[src/rtl/mips_pkg.sv]
// Shared MIPS pipeline definitions: data-memory controller states and defaults.
// Imported by the data-memory access controller and its wait counter.
package mips_pkg;

  typedef enum logic [1:0] {
    IDLE = 2'b00,
    WAIT = 2'b01,
    DONE = 2'b10
  } dmemState_t;

  localparam int          DMEM_TIMEOUT_DEFAULT = 64;
  localparam logic [31:0] DMEM_ERRDATA         = 32'hDEADBEEF;

  function automatic logic isWordAligned(input logic [31:0] addr);
    return (addr[1:0] == 2'b00);
  endfunction

endpackage

[src/rtl/dmem_ctrl_wait_counter.sv]
// Cycle counter for the bus WAIT state; terminal flags the last cycle
// before an unacknowledged access is abandoned.
module wait_counter #(
  parameter int WIDTH   = 8,
  parameter int TIMEOUT = 64
) (
  input  logic clk,
  input  logic rst,
  input  logic clear,
  input  logic enable,
  output logic terminal
);

  localparam logic [WIDTH-1:0] LAST = WIDTH'(TIMEOUT - 1);

  logic [WIDTH-1:0] count;

  always_ff @(posedge clk or posedge rst) begin
    if (rst) begin
      count <= '0;
    end else if (clear) begin
      count <= '0;
    end else if (enable) begin
      count <= count + WIDTH'(1);
    end
  end

  assign terminal = (count == LAST);

endmodule

[src/rtl/dmem_ctrl.sv]
// M-stage data-memory access controller: req/ack handshake on a
// variable-latency bus, pipeline stall while pending, error on misalign/timeout.
module dmem_ctrl
  import mips_pkg::*;
#(
  parameter int          TIMEOUT = DMEM_TIMEOUT_DEFAULT,
  parameter logic [31:0] ERRDATA = DMEM_ERRDATA
) (
  input  logic        clk,
  input  logic        rst,
  input  logic        memtoregM,
  input  logic        memwriteM,
  input  logic [31:0] addrM,
  input  logic [31:0] wdataM,
  output logic        stallM,
  output logic [31:0] rdataM,
  output logic        errM,
  output logic        bus_req,
  output logic        bus_we,
  output logic [31:0] bus_addr,
  output logic [31:0] bus_wdata,
  input  logic        bus_ack,
  input  logic [31:0] bus_rdata
);

  dmemState_t  state;
  logic        reqM;
  logic        startAccess;
  logic        misaligned;
  logic        timeoutHit;
  logic        errFlag;
  logic [31:0] rdataReg;

  assign reqM        = memtoregM | memwriteM;
  assign startAccess = (state == IDLE) && reqM && isWordAligned(addrM);
  assign misaligned  = (state == IDLE) && reqM && !isWordAligned(addrM);

  wait_counter #(
    .WIDTH  (8),
    .TIMEOUT(TIMEOUT)
  ) waitCounter (
    .clk     (clk),
    .rst     (rst),
    .clear   (startAccess),
    .enable  ((state == WAIT) && !bus_ack),
    .terminal(timeoutHit)
  );

  // Ack takes priority over expiry; stores never touch the load-data register.
  always_ff @(posedge clk or posedge rst) begin
    if (rst) begin
      state     <= IDLE;
      bus_req   <= 1'b0;
      bus_we    <= 1'b0;
      bus_addr  <= '0;
      bus_wdata <= '0;
      rdataReg  <= '0;
      errFlag   <= 1'b0;
    end else begin
      case (state)
        IDLE: begin
          if (startAccess) begin
            bus_req   <= 1'b1;
            bus_we    <= memwriteM;
            bus_addr  <= {addrM[31:2], 2'b00};
            bus_wdata <= wdataM;
            errFlag   <= 1'b0;
            state     <= WAIT;
          end
        end
        WAIT: begin
          if (bus_ack) begin
            bus_req <= 1'b0;
            if (!bus_we) begin
              rdataReg <= bus_rdata;
            end
            errFlag <= 1'b0;
            state   <= DONE;
          end else if (timeoutHit) begin
            bus_req <= 1'b0;
            if (!bus_we) begin
              rdataReg <= ERRDATA;
            end
            errFlag <= 1'b1;
            state   <= DONE;
          end
        end
        DONE: begin
          state <= IDLE;
        end
        default: begin
          state <= IDLE;
        end
      endcase
    end
  end

  // A misaligned load leaves M in the same cycle, so its error data bypasses the register.
  assign stallM = !rst && (startAccess || (state == WAIT));
  assign errM   = !rst && (((state == DONE) && errFlag) || misaligned);
  assign rdataM = (misaligned && memtoregM) ? ERRDATA : rdataReg;

endmodule

[config.mk]
export PLATFORM = sky130hd
export DESIGN_NAME = dmem_ctrl
export DESIGN_NICKNAME = d
export VERILOG_FILES = /design/src/rtl/mips_pkg.sv /design/src/rtl/dmem_ctrl_wait_counter.sv /design/src/rtl/dmem_ctrl.sv
export SDC_FILE = /design/constraint.sdc
export NUM_CORES = 1
export LEC_CHECK = 0
export BUFFER_PORTS_ARGS = -buffer_cell sky130_fd_sc_hd__buf_2
export CAP_MARGIN = 20
export CELL_PAD_IN_SITES_DETAIL_PLACEMENT = 0
export CELL_PAD_IN_SITES_GLOBAL_PLACEMENT = 2
export CORE_UTILIZATION = 28
export DETAILED_ROUTE_END_ITERATION = 7
export PLACE_DENSITY_LB_ADDON = 0.1
export SLEW_MARGIN = 10
export SYNTH_ARGS = -nofsm -noshare
export SYNTH_HDL_FRONTEND = slang
export SYNTH_HIERARCHICAL = 1
export SYNTH_SLANG_ARGS = --single-unit
[constraint.sdc]
create_clock -name clk -period 3.6 [get_ports clk]
set_input_delay 0.9 -clock clk [delete_from_list [all_inputs] [get_ports clk]]
set_output_delay 0.9 -clock clk [all_outputs]
set_load 0.1 [all_outputs]
==> summary.md <==
| Metric | Value |
|---|---|
| Req. time, crit path | `approximately 2700 ps` |
| Crit end category | `output port` |
| Die extent in y | `between 100 and 150 um` |
| H-tree levels | `3` |
| Yosys top cell area share | `0.5473` |
| Setup Slack @ Placement | `roughly 670 ps` |
| Slew Viols, Final | `0` |
| WL/cell | `15.00 um` |
| Top-count cell post-synth | `dfrtp_1` |
| Slowest-stage cell, CP | `buf_2` |
| Synth area leaders | `dfrtp_1, mux2_4, mux2_2` |
| # setup viols final | `0` |
| CTS tree | `done` |
| Critical register-to-register path startpoint | `waitCounter/count[0]` |
| Sequential fraction of the synthesis area | `0.5473` |
| Worst clock skew | `10.80 ps` |
| Final-layout fill cell count | `approximately 1,700` |
| Mean Syn Cell Area | `roughly 14 sq um` |
| DP Wirelength | `7945 um` |
| GRT Total Usage | `0.1308` |
| Crit path setup slack, layout | `around 680 ps` |
| Vias in the first global route | `approximately 3,500` |
| DRT iter0 DRCs | `a little under 70` |
| Max_cap viols | `0` |
| Slowest Stage Delay on Critical Path | `around 430 ps` |
| Number of synthesized flops with an enable pin | `0` |
| Worst-path clk slew | `about 70 ps` |
| Number of routed nets with antenna violations | `0` |
| Setup TNS | `0 ps` |
| Shortest period the worst path allows | `~2900 ps` |
| Crit Path Max Fanout | `6` |
| CTS max path bufs | `2` |
| Initial Utilization | `0.2909` |
| Final Net Count | `approximately 640` |
| Final hold viol count | `0` |
| Min-delay worst type | `register to register` |
| Vias per inst | `about 4.2` |
| Cells after Synth | `between 300 and 400` |
| Total CTS buffers | `9` |
| CTS-repair resized insts | `0` |
| Largest net degree at the start of global routing | `71` |
| Root Driver | `clkbuf_16` |
| HP Start | `rdataReg[15]` |
| Gpl congestion | `about 0.7` |
| Row count | `47` |
| Die width | `around 130 um` |
| I/O pins | `201` |
| Netlist cell types | `36` |
| Ratio of cells with drive above 1 in the final layout | `0.5775` |
| Antenna violations before repair | `0` |
| Fin crit share | `0.8101` |
| Hold WS | `498.7 ps` |
| Routed Wire Length | `11,430 um` |
| CP Launch Type | `input pin` |
| RSZ-0062 raised after global routing | `false` |
| Synth-to-Final Area Change | `31.28%` |
| Hold Buf Count CTS | `0` |
| Reg2reg setup slack | `approximately 1200 ps` |
| Outcome | `finished clean` |
| Crit-path leading delay family | `buffers and inverters` |
| Later-pin clock latency in the skew report | `between 300 and 400 ps` |
| Peak Freq | `roughly 340 MHz` |
| Most instantiated cells after synthesis | `dfrtp_1, mux2_4, nand2b_1` |
| Vias | `3,226` |
| Port Buffers | `198` |
| Die ar. | `between 15,000 and 20,000 sq um` |
| Cell area after synthesis | `~4900 sq um` |
| Core box area | `16,820 sq um` |
| Critical path buffers and inverters | `2` |
| Yosys warnings | `6` |
| Area occupied by multi-input gates | `1981 sq um` |
| Critical path startpoint | `addrM[1]` |
| Sink Count | `about 110` |
| Register area | `2678 sq um` |
| Most used cell, CP | `buf_2` |
| Ant diodes | `0` |
| Post-CTS setup buffers | `0` |
| Global-route wire length before repair | `~18,000 um` |
| #FFs+latches synth | `107` |
| Prevailing post-synth register cell | `dfrtp_1` |
| Yosys top cell by area | `dfrtp_1` |
| Ys async rst share | `1.000` |
| Worst Tran Pin Value | `roughly 740 ps` |
| First drt pass iteration count | `4` |
| Crit path arrival time | `just over 2000 ps` |
| Slew margin rel. | `0.5090` |
| CP cell instances | `buf_2 -> nor4_2 -> o21ai_2 -> a21oi_2 -> buf_2` |
| Drt drc | `0` |
| Crit path kind | `input pin to output port` |
| Total gr overflow | `0` |
==> flip-flops by register name (all words and copies together) (netlist names) <==
register and cells:
bus_we 1, bus_addr 30, state 2, bus_wdata 32, waitCounter/count 8, bus_req 1, errFlag 1, rdataReg 32
==> final timing paths <==
check,to,cells after the start
max,stallM,5
min,rdataReg[15],1
max reg2reg,rdataReg[6],6
min reg2reg,rdataReg[15],1
max in group asynchronous,bus_addr[5],3
min in group asynchronous,waitCounter/count[1],2
==> per-stage QoR <==
stage	instance area (sq um)	std cells	util
final	6422	762	0.3819
after global routing	6422	762	0.3819
after detailed placement	6135	746	0.3648
after global placement	6135	746	0.3648
after CTS	6422	762	0.3819
after floorplan	4900	344	-
==> kinds of logic (layout without fill, tap and decap cells) <==
logic type | Yosys count | count (layout) | share of synthesized area
DFF | 107 | 107 | 0.5473
muxes | 96 | 96 | 0.2639
and+or+nand+nor | 89 | 89 | 0.1110
buffers and inverters | 31 | 229 | 0.04936
AOI/OAI and AO/OA | 14 | 14 | 0.01790
xor gates and xnor gates | 4 | 4 | 0.007162
adders and majority gates | 1 | 1 | 0.002557
other | 1 | 2 | 0.0007665
==> per-layer routing <==
metal  up-vias  wire length, um  global-route usage
li1       1535                -                   -
met1      1565             4752              0.1542
met2       115             5431              0.2113
met3        11             1096             0.05933
met4         0              151             0.04307
met5         -                0                   0
==> placed cells by master (no fill, tap or decap), drive strengths merged <==
master,synthesis,routed
mux2,87,87
nand3,2,2
nand4,4,4
clkinv,0,2
clkinvlp,0,2
nor4,1,1
conb,1,2
o21ai,4,4
nand3b,1,1
buf,13,201
xnor2,1,1
o31ai,1,1
nor2,9,9
xor2,3,3
or3,3,3
and2,8,8
or2,1,1
a21oi,6,6
nor4b,1,1
nand2,9,9
inv,12,15
o221ai,1,1
dfrtp,107,107
nand2b,49,49
clkbuf,6,9
a32o,1,1
o211ai,1,1
ha,1,1
mux2i,9,9
nor3,1,1
==> final cells by class <==
cell class / count / share of cell area
multi-input cells: 206 / 0.3084
well taps: 220 / 0.04286
repair buffers: 201 / 0.1785
clock buffers: 9 / 0.03507
clock inverters: 7 / 0.009741
flip-flops and latches: 107 / 0.4169
inverters: 12 / 0.008572
Power is left out: the tool's default activity adds up to more than one toggle a clock period on the data nets, which glitch-free logic cannot reach.
